<file path="src/rtl/gpr_demux.sv">
// One-to-thirteen registered demultiplexer: the destination chosen by sel
// captures data_in on each edge, and every other destination clears to zero.
module gpr_demux (
  input  logic        clk,
  input  logic        rst_n,
  input  logic [3:0]  sel,
  input  logic [32:0] data_in,
  output logic [32:0] rA,
  output logic [32:0] rB,
  output logic [32:0] rC,
  output logic [32:0] rD,
  output logic [32:0] rE,
  output logic [32:0] rF,
  output logic [32:0] rG,
  output logic [32:0] rH,
  output logic [32:0] rI,
  output logic [32:0] rJ,
  output logic [32:0] rK,
  output logic [32:0] rL,
  output logic [32:0] rM
);

  localparam int unsigned N_DST = 13;

  logic [N_DST-1:0] w_hit;
  logic [32:0]      r_dst [N_DST];

  // Codes 13..15 leave every hit bit low, so all destinations clear.
  always_comb begin
    w_hit = '0;
    for (int i = 0; i < N_DST; i++) begin
      w_hit[i] = (sel == 4'(i));
    end
  end

  // NOTE: every destination is reset, not just the one that is used, because
  // all outputs must read zero while rst_n is low, independent of clk.
  always_ff @(posedge clk or negedge rst_n) begin
    if (!rst_n) begin
      for (int i = 0; i < N_DST; i++) begin
        r_dst[i] <= '0;
      end
    end else begin
      // NOTE: non-blocking assignments keep all thirteen updates on the same
      // edge and independent of the order in which the loop visits them.
      for (int i = 0; i < N_DST; i++) begin
        r_dst[i] <= w_hit[i] ? data_in : '0;
      end
    end
  end

  assign rA = r_dst[0];
  assign rB = r_dst[1];
  assign rC = r_dst[2];
  assign rD = r_dst[3];
  assign rE = r_dst[4];
  assign rF = r_dst[5];
  assign rG = r_dst[6];
  assign rH = r_dst[7];
  assign rI = r_dst[8];
  assign rJ = r_dst[9];
  assign rK = r_dst[10];
  assign rL = r_dst[11];
  assign rM = r_dst[12];

endmodule

</file>
<file path="config.mk">
export PLATFORM = sky130hd
export DESIGN_NAME = gpr_demux
export DESIGN_NICKNAME = d
export VERILOG_FILES = /design/src/rtl/gpr_demux.sv
export SDC_FILE = /design/constraint.sdc
export NUM_CORES = 1
export LEC_CHECK = 0
export CAP_MARGIN = 15
export CORE_ASPECT_RATIO = 0.7
export CORE_MARGIN = 8
export CORE_UTILIZATION = 55
export CTS_BUF_LIST = sky130_fd_sc_hd__clkbuf_16
export DETAILED_ROUTE_END_ITERATION = 10
export DONT_BUFFER_PORTS = 1
export PLACE_DENSITY = 0.71
export SYNTH_ARGS = -nofsm -noshare
export SYNTH_HDL_FRONTEND = slang
export SYNTH_SLANG_ARGS = --single-unit
</file>
<file path="constraint.sdc">
create_clock -name clk -period 0.8 [get_ports clk]
set_clock_uncertainty 0.2 [all_clocks]
set_input_delay 0.12 -clock clk [delete_from_list [all_inputs] [get_ports clk]]
set_output_delay 0.12 -clock clk [all_outputs]
set_load 0.01 [all_outputs]
</file>
Yosys cells after proc, flatten, opt, wreduce, memory -nomap -nowiden
Cells that the tools add are included.

Register bits: 429. Logic and storage cells: 39. Input port bits: 39.

Equality and inequality tests: 12. Muxes and demuxes: 13. Reductions and logical operators: 1.

Operator list (number): 33-bit 2-to-1 mux (13); 4-bit == test (second input constant) (5); 4-bit by 3-bit == test with 1-bit output (second input constant) (4); 4-bit by 2-bit == test with 1-bit output (second input constant) (2); 4-bit by 1-bit == test with 1-bit output (second input constant) (1); 4-bit logical NOT (1).

Logic depth before layout (Yosys ltp)
Gate-level depths: netlist of run 1.

Depth in word-level cells: 2. Mapped depth: 5. Mapped depth without buffers: 2.

Worst setup path after synthesis of run 1
OpenSTA, ideal clock, no wires.

Kind: in2reg. Start point: in sel[3]. End point: reg r_dst (netlist bit rB[10]). Arrival time: 1.016 ns. Setup slack: -0.485 ns. Path buffers: 3. Stages: 5. Data required time: 0.530 ns. Cell sequence: buf_2 -> or3b_4 -> buf_8 -> buf_12 -> nor2_4.

Word-level cells in the longest chain between the ends: 2.

RTL lines: start: declaration (RTL line 6) `input logic [3:0] sel,`; 4-bit by 1-bit == test with 1-bit output (RTL line 32) `w_hit[i] = (sel == 4'(i));`; 33-bit 2-to-1 mux (RTL line 47) `r_dst[i] <= w_hit[i] ? data_in : '0;`; end signal: indexed assignment (RTL line 47); end: declaration (RTL line 26) `logic [32:0] r_dst [N_DST];`.

No other way between the ends.

Worst setup path in the final report of run 1
Start point: reg r_dst (netlist bit rJ[24]). End point: out rJ[24].

RTL lines: end: declaration (RTL line 17) `output logic [32:0] rJ,`.

No word-level cell between the ends.

==> metrics.txt, run 1 <==
outcome complete, but fails checks; failing checks hold timing, setup timing; Synth Warn # 0; Detailed Place HPWL 27730 µm; initial core utilization 0.5581; Longest Clk Path Bufs 3; clock sink count 429; synth top area cells dfrtp_1 78%, nor2_1 9.7%, nor2_4 4.9%; Buffers on Ports 0; worst-margin pin slew 1370 ps; height of the die 148.3 µm; residual overflow from global routing 0; LEAKAGE 8.230 nW; I/O pins ~470; Seq/Total Area, Yosys 0.7811; GRT Resource Usage Total 0.2573; RSZ-0062 raised after global routing yes; Synth area leader dfrtp_1; DIE WIDTH just over 200 µm; clock-pin transition on the worst setup and hold timing paths roughly 60 ps; vias per inst 5.477; DRC 0; first-pass GRT wire length roughly 57000 µm; Die Footprint 30380 µm²; startpoint types register; Pwr Density 2580 nW/µm²; Hold WS -888.6 ps; placed cell area 14310 µm²; Final Instance Count excl. Fillers ~1400; worst min path class in2async; hold buffers post-CTS 38; vias in the first global route ~7700; largest net degree at the start of global routing 430; TritonCTS clock tree yes; footprint of the multi-input gates ~3000 µm²; crit path DAT 970 ps; Avg Cell Area, Syn approximately 14 µm²; drt pass-1 iters 5; CP Capture Type output pin; sequential cell area about 11000 µm²; Post-Syn Area 13740 µm²; Highest Clock Rate 773.3 MHz; Crit Path Class reg2out; Fillers 1680; Placement Setup Slack -491.4 ps; final antenna-violating net count 0; CTS H-tree depth 2; Inserted Clock Buffers 38; final setup vio count about 430; 1st-iter DRT viols 481; wire length per cell 29.02 µm; post-route cell area 16090 µm²; Root Buffer Master clkbuf_16; Ant. Diodes 0; Rel. slew slack 0.08655; Yosys reg bits 429; Worst Path Required roughly 480 ps; Slew Limit Fails 0; Worst Setup Slack, final -493.1 ps; Max Cap Viol 0; vias 7619; Tmin final 1293 ps; endpoints failing hold 856; area grow syn2layout 17.08%; antenna violations before repair 0; dpl cells between 1000 and 1500; # rows 48; synth unique cells 20; critical path fanouts, max 1; # nets final 1075; Worst VDD drop 2.019 mV; Final period util 1.616; Core Area 24620 µm²; fraction of layout cells with a size suffix above 1 0.2129; Final Util 0.6535; top-area cell type share of the netlist area 0.7811; syn nets 1031; post-synthesis instance total around 1000; GP Congestion 0.8094; routed wire length 40370 µm
## layout by cell type (no fill, tap or decap), drive strengths merged
master,Yosys,routed
dfrtp,429,429
nor2,425,425
clkbuf,7,41
nand2b,34,34
nand2,33,33
dlymetal6s4s,0,32
buf,49,22
clkinv,0,22
dlygate4sd3,0,6
nand3b,5,5
inv,0,5
or3b,4,4
nor3,4,4
or3,1,1
nand3,1,1
clkinvlp,0,1
bufinv,0,1
## power breakdown
part           switching [mW]  internal (mW)
combinational            1.18          0.606
clock                    7.67           9.60
sequential              0.416           22.0
total                    9.27           32.2
## sequential cells by signal, summed over array words and instances, names as in the netlist
name,flops
rA,33
rB,33
rC,33
rD,33
rE,33
rF,33
rG,33
rH,33
rI,33
rJ,33
rK,33
rL,33
rM,33
## layout make-up
class                      instances  share of cell area
clock buffer                      41             0.06376
clock inverter                    29            0.009876
multi-input combinational        507              0.1841
sequential                       429              0.6680
tap                              325             0.02527
timing repair buffer              60             0.04899
## worst paths after layout
| check | start | slack, ps | to | cells after the start |
|---|---|---|---|---|
| min in group clk | sel[0] | -530 | rE[32] | 1 |
| worst min-delay path | rst_n | -890 | rL[1] | 0 |
| max in group asynchronous | rst_n | 100 | rK[28] | 0 |
| worst max-delay path | rJ[24] | -490 | rJ[24] | 0 |
## Yosys cell counts, drive strengths merged
cell type    n
buf         49
clkbuf       7
dfrtp      429
nand2       33
nand2b      34
nand3        1
nand3b       5
nor2       425
nor3         4
or3          1
or3b         4
## kinds of logic after synthesis
logic type	synth area share
buf+inv	0.03596
flops	0.7811
simple gates	0.1829
## metrics by stage
stage | setup TNS, ps | total power, mW
2_1_floorplan | -138030 | 23.99
3_3_place_gp | -131310 | 24.29
3_5_place_dp | -138660 | 24.33
4_1_cts | -210940 | 41.70
5_1_grt | -205210 | 42.79
6_report | -191720 | 41.51
## metal layers
layer,global-route usage,vias up,share of wire
met5,0,-,0
met4,0.06881,0,0.027
met3,0.1008,66,0.12
met2,0.3909,418,0.48
met1,0.3447,4042,0.38
li1,-,3093,-
## timing repair
item	4_1_cts	5_1_grt
endpoints found under the hold margin	858	856
resized for setup	6	60
endpoints found under the setup margin	429	710
buffers inserted	0	2
pin swaps	0	1
Power figures use the tool's default switching activity.
==> inputs of run 2 (changes only) <==
--- a/config.mk
+++ b/config.mk
@@ -12,6 +12,8 @@
 export CTS_BUF_LIST = sky130_fd_sc_hd__clkbuf_16
 export DETAILED_ROUTE_END_ITERATION = 10
 export DONT_BUFFER_PORTS = 1
+export GPL_TIMING_DRIVEN = 0
+export HOLD_SLACK_MARGIN = 0.15
 export PLACE_DENSITY = 0.71
 export SYNTH_ARGS = -nofsm -noshare
 export SYNTH_HDL_FRONTEND = slang
==> run 2 against run 1 <==
  * The flow still finishes with violations (hold timing, setup timing)
  * Worst setup slack got worse by 10 ps
  * Combinational power increased by 92%
  * Sequential share of layout area decreased by 11 points
  * Wire length increased by 25%
  * Final cell count increased by 5.8%
  * Sequential cell count unchanged
  * Critical path depth unchanged
  * Utilization increased by 13 points
  * Clock power increased by 6%
  * Largest cell class unchanged
==> metrics.txt, run 2 (synthesis results as in run 1) <==
clock sink count 429 (unchanged); Highest Clock Rate 767.3 MHz (was 773.3 MHz); Slew Limit Fails 0 (unchanged); GRT Resource Usage Total 0.2829 (was 0.2573); fraction of layout cells with a size suffix above 1 0.4781 (was 0.2129); residual overflow from global routing 0 (unchanged); placed cell area 14730 µm² (was 14310 µm²); CP Depth 0 (unchanged); TritonCTS clock tree yes (unchanged); final setup vio count 795 (was 431); Detailed Place HPWL 29750 µm (was 27730 µm); wire length per cell 34.18 µm (was 29.02 µm); endpoints failing hold 602 (was 856); Fillers 1232 (was 1680); DRC 0 (unchanged); sequential cell area 10770 µm² (was 10750 µm²); commonest cells after routing, fill and taps aside 405 x dfrtp_1, 214 x nor2_4, 139 x nor2_1 (was 419 x dfrtp_1, 355 x nor2_1, 60 x nor2_4); area grow syn2layout 41.08% (was 17.08%); initial core utilization 0.5581 (unchanged); vias 8450 (was 7619); Crit Path Class reg2out (unchanged); met2 Use GR 0.4444 (was 0.3909); Final Util 0.7874 (was 0.6535); Worst Setup Slack, final -503.2 ps (was -493.1 ps); routed wire length 50290 µm (was 40370 µm); Final period util 1.629 (was 1.616); clock-pin transition on the worst setup and hold timing paths 70 ps (was 60 ps); first-pass GRT wire length 61780 µm (was 56970 µm); footprint of the multi-input gates 4348 µm² (was 2963 µm²); drt pass-1 iters 4 (was 5); M1 GR Usage 0.3610 (was 0.3447); vias in the first global route 8223 (was 7724); I/O pins 468 (unchanged); M3 GR Usage 0.1095 (was 0.1008); CTS H-tree depth 2 (unchanged); worst min path class in2async (unchanged); 1st-iter DRT viols 595 (was 481); dpl cells 1317 (was 1281); commonest non-fill, non-tap cell in the layout dfrtp_1 (unchanged); Die Footprint 30380 µm² (unchanged); Tmin final 1303 ps (was 1293 ps); antenna violations before repair 2 (was 0); GP Congestion 0.8031 (was 0.8094); failing checks hold timing, setup timing (unchanged); Buffers on Ports 0 (unchanged); Rel. slew slack 0.6145 (was 0.08655); post-route cell area 19390 µm² (was 16090 µm²); Inserted Clock Buffers 39 (was 38); DIE WIDTH 204.9 µm (unchanged); outcome complete, but fails checks (unchanged); largest net degree at the start of global routing 430 (unchanged); # rows 48 (unchanged); Worst Path Required 480 ps (about the same); Placement Setup Slack -625.5 ps (was -491.4 ps); worst-margin pin slew 578.2 ps (was 1370 ps); crit path DAT 980 ps (was 970 ps); busiest grt layer met2 (unchanged); LEAKAGE 9.258 nW (was 8.230 nW); Worst VDD drop 1.754 mV (was 2.019 mV); RSZ-0062 raised after global routing yes (unchanged); Final Instance Count excl. Fillers 1471 (was 1391); Hold WS -894.7 ps (was -888.6 ps); # nets final 1158 (was 1075); Longest Clk Path Bufs 3 (unchanged); height of the die 148.3 µm (unchanged); hold buffers post-CTS 33 (was 38); Max Cap Viol 0 (unchanged); Pwr Density 2277 nW/µm² (was 2580 nW/µm²); startpoint types register (unchanged); Root Buffer Master clkbuf_16 (unchanged); CP Capture Type output pin (unchanged); critical path fanouts, max 1 (unchanged); Core Area 24620 µm² (unchanged); vias per inst 5.744 (was 5.477); final antenna-violating net count 0 (unchanged)
==> run 2: layout make-up <==
type,count,share of cell area
Clock inverter,25,0.009809
Multi-Input combinational cell,507,0.2243
Antenna cell,2,0.0002581
Tap cell,325,0.02097
Timing Repair Buffer,87,0.08125
Clock buffer,41,0.05292
Sequential cell,429,0.5552
Buffer,55,0.05530
==> run 2: per-stage QoR <==
stage	power [mW]	TNS (ps)	hold slack (ps)
final	44.15	-226070	-894.7
after global routing	45.31	-238770	-921.0
after CTS	42.93	-225540	-911.9
after detailed placement	24.60	-187730	-367.1
after floorplan	23.99	-138030	-375.6
after global placement	24.56	-180220	-366.0
==> run 2: power breakdown <==
part	switching, mW	leakage (nW)	internal [mW]
Sequential	0.433	5.90	22.0
Combinational	2.05	2.73	1.38
Clock	8.03	0.622	10.2
==> run 2: routing by layer <==
layer	wire, µm	part of all wire	vias to the layer above
li1	-	-	3298
met1	19170	0.38	4596
met2	24430	0.49	454
met3	4952	0.098	102
met4	1731	0.034	0
met5	0	0	-
==> run 2: worst paths after layout <==
path	startpoint	to	slack (ps)
max in group asynchronous	rst_n	rB[17]	760
min	rst_n	rK[0]	-890
max	rC[9]	rC[9]	-500
min in group clk	sel[0]	rA[32]	-370
==> run 2: what timing repair did <==
action,in CTS,in global routing
pin swaps,2,8
gates resized for setup,104,467
gates cloned,13,26
setup buffers,9,7
endpoints found under the hold margin,858,858
endpoints found under the setup margin,514,841
==> inputs of run 3 (changes only) <==
--- a/config.mk
+++ b/config.mk
@@ -10,11 +10,13 @@
 export CORE_MARGIN = 8
 export CORE_UTILIZATION = 55
 export CTS_BUF_LIST = sky130_fd_sc_hd__clkbuf_16
+export CTS_CLUSTER_SIZE = 30
 export DETAILED_ROUTE_END_ITERATION = 10
 export DONT_BUFFER_PORTS = 1
 export GPL_TIMING_DRIVEN = 0
 export HOLD_SLACK_MARGIN = 0.15
 export PLACE_DENSITY = 0.71
+export SETUP_SLACK_MARGIN = 0.3
 export SYNTH_ARGS = -nofsm -noshare
 export SYNTH_HDL_FRONTEND = slang
 export SYNTH_SLANG_ARGS = --single-unit
==> run 3 against run 2 <==
  * The flow still finishes with violations (hold timing, setup timing)
  * Die area unchanged
  * Combinational power about the same
  * Cell area up 1.1%
  * Hold slack better by 8.8 ps
  * Via count down 1.6%
  * Largest power group unchanged
  * Sequential share of layout area down 0.64 points
  * Critical endpoint is now rD[15]
  * First-iteration DRC count down 27%
  * Clock power up 2%
  * Sequential cell count unchanged
  * Global-route usage up 2.5 points
  * Total power up 0.98%
==> metrics.txt, run 3 (synthesis results as in run 1) <==
sequential cell area 10760 µm² (was 10770 µm²); Die Footprint 30380 µm² (unchanged); failing checks hold timing, setup timing (unchanged); clock sink count 429 (unchanged); crit path DAT 980 ps (about the same); vias in the first global route 8578 (was 8223); TritonCTS clock tree yes (unchanged); area grow syn2layout 42.67% (was 41.08%); initial core utilization 0.5581 (unchanged); height of the die 148.3 µm (unchanged); I/O pins 468 (unchanged); DIE WIDTH 204.9 µm (unchanged); CTS H-tree depth 2 (unchanged); Hold WS -885.9 ps (was -894.7 ps); DRC 0 (unchanged); startpoint types register (unchanged); Longest Clk Path Bufs 3 (unchanged); dpl cells 1317 (unchanged); # nets final 1145 (was 1158); Pwr Density 2274 nW/µm² (was 2277 nW/µm²); Core Area 24620 µm² (unchanged); final setup vio count 746 (was 795); post-route cell area 19610 µm² (was 19390 µm²); antenna violations before repair 0 (was 2); final antenna-violating net count 0 (unchanged); RSZ-0062 raised after global routing yes (unchanged); footprint of the multi-input gates 4536 µm² (was 4348 µm²); 1st-iter DRT viols 435 (was 595); GP Congestion 0.8203 (was 0.8031); residual overflow from global routing 0 (unchanged); endpoints failing hold 858 (was 602); Max Cap Viol 0 (unchanged); critical path fanouts, max 1 (unchanged); wire length per cell 33.54 µm (was 34.18 µm); Ant. Diodes 0 (was 2); commonest non-fill, non-tap cell in the layout dfrtp_1 (unchanged); Tmin final 1301 ps (was 1303 ps); Worst VDD drop 1.811 mV (was 1.754 mV); largest net degree at the start of global routing 430 (unchanged); Rel. slew slack 0.02096 (was 0.6145); vias per inst 5.694 (was 5.744); Slew Limit Fails 0 (unchanged); Crit Path Class reg2out (unchanged); drt pass-1 iters 5 (was 4); outcome complete, but fails checks (unchanged); Detailed Place HPWL 29120 µm (was 29750 µm); GRT Resource Usage Total 0.3079 (was 0.2829); Final period util 1.626 (was 1.629); fraction of layout cells with a size suffix above 1 0.5198 (was 0.4781); Worst Setup Slack, final -500.6 ps (was -503.2 ps); Root Buffer Master clkbuf_16 (unchanged); worst-margin pin slew 1469 ps (was 578.2 ps); placed cell area 14730 µm² (unchanged); Inserted Clock Buffers 38 (was 39); clock-pin transition on the worst setup and hold timing paths 80 ps (was 70 ps); routed wire length 48970 µm (was 50290 µm); worst min path class in2async (unchanged); Power Total 44.58 mW (was 44.15 mW); vias 8313 (was 8450); first-pass GRT wire length 66680 µm (was 61780 µm); # rows 48 (unchanged); Placement Setup Slack -565.7 ps (was -625.5 ps); Final Instance Count excl. Fillers 1460 (was 1471); commonest cells after routing, fill and taps aside 408 x dfrtp_1, 272 x nor2_4, 112 x nor2_1 (was 405 x dfrtp_1, 214 x nor2_4, 139 x nor2_1); LEAKAGE 8.890 nW (was 9.258 nW); Highest Clock Rate 768.9 MHz (was 767.3 MHz); Fillers 1175 (was 1232); Worst Path Required 480 ps (about the same); CP Capture Type output pin (unchanged); Buffers on Ports 0 (unchanged)
==> run 3: changes by cell type in the layout (fill, tap and decap cells not counted), sizes merged, moves of 2 or more <==
cell / change
buf: +44
clkbuf: -23
diode: -2
dlymetal6s4s: -33
==> run 3: routing by layer <==
| metal | track usage | routed length (µm) |
|---|---|---|
| met1 | 0.3862 | 17850 |
| met5 | 0 | 0 |
| met3 | 0.1148 | 5041 |
| met4 | 0.09661 | 1757 |
| met2 | 0.4950 | 24330 |
==> run 3: worst max-delay path by stage <==
stage / startpoint / to / slack (ps) / depth (start not counted)
after detailed placement: sel[3] / rG[18] / -570 / 5
after CTS: rK[6] / rK[6] / -510 / 0
final: rD[15] / rD[15] / -500 / 0
after global routing: rD[15] / rD[15] / -530 / 0
after global placement: sel[3] / rG[5] / -530 / 5
after floorplan: sel[3] / rD[31] / -470 / 5
==> run 3: layout make-up <==
class / instances / share of cell area
Tap cell: 325 / 0.02074
Clock inverter: 28 / 0.01251
Buffer: 56 / 0.05392
Clock buffer: 41 / 0.05233
Timing Repair Buffer: 74 / 0.08034
Sequential cell: 429 / 0.5488
Multi-Input combinational cell: 507 / 0.2313
==> run 3: power by group <==
group	total (mW)	switching, mW	internal (mW)
sequential	22.5	0.426	22.0
clock	18.7	8.10	10.6
combinational	3.41	2.00	1.41
==> run 3: timing repair <==
| action | in CTS | in global routing |
|---|---|---|
| pin swaps | 6 | 9 |
| gates cloned | 37 | 3 |
| buffers inserted | 28 | 6 |
| endpoints found under the hold margin | 858 | 858 |
| endpoints found under the setup margin | 845 | 857 |
| resized for setup | 331 | 285 |
==> run 3: stage by stage <==
| step | hold slack, ps | utilization | TNS [ps] |
|---|---|---|---|
| 2_1_floorplan | -375.6 | - | -138040 |
| 3_3_place_gp | -365.4 | 0.5983 | -179080 |
| 3_5_place_dp | -363.9 | 0.5983 | -184790 |
| 4_1_cts | -910.8 | 0.7478 | -214910 |
| 5_1_grt | -909.5 | 0.7963 | -228230 |
| 6_report | -885.9 | 0.7963 | -217500 |
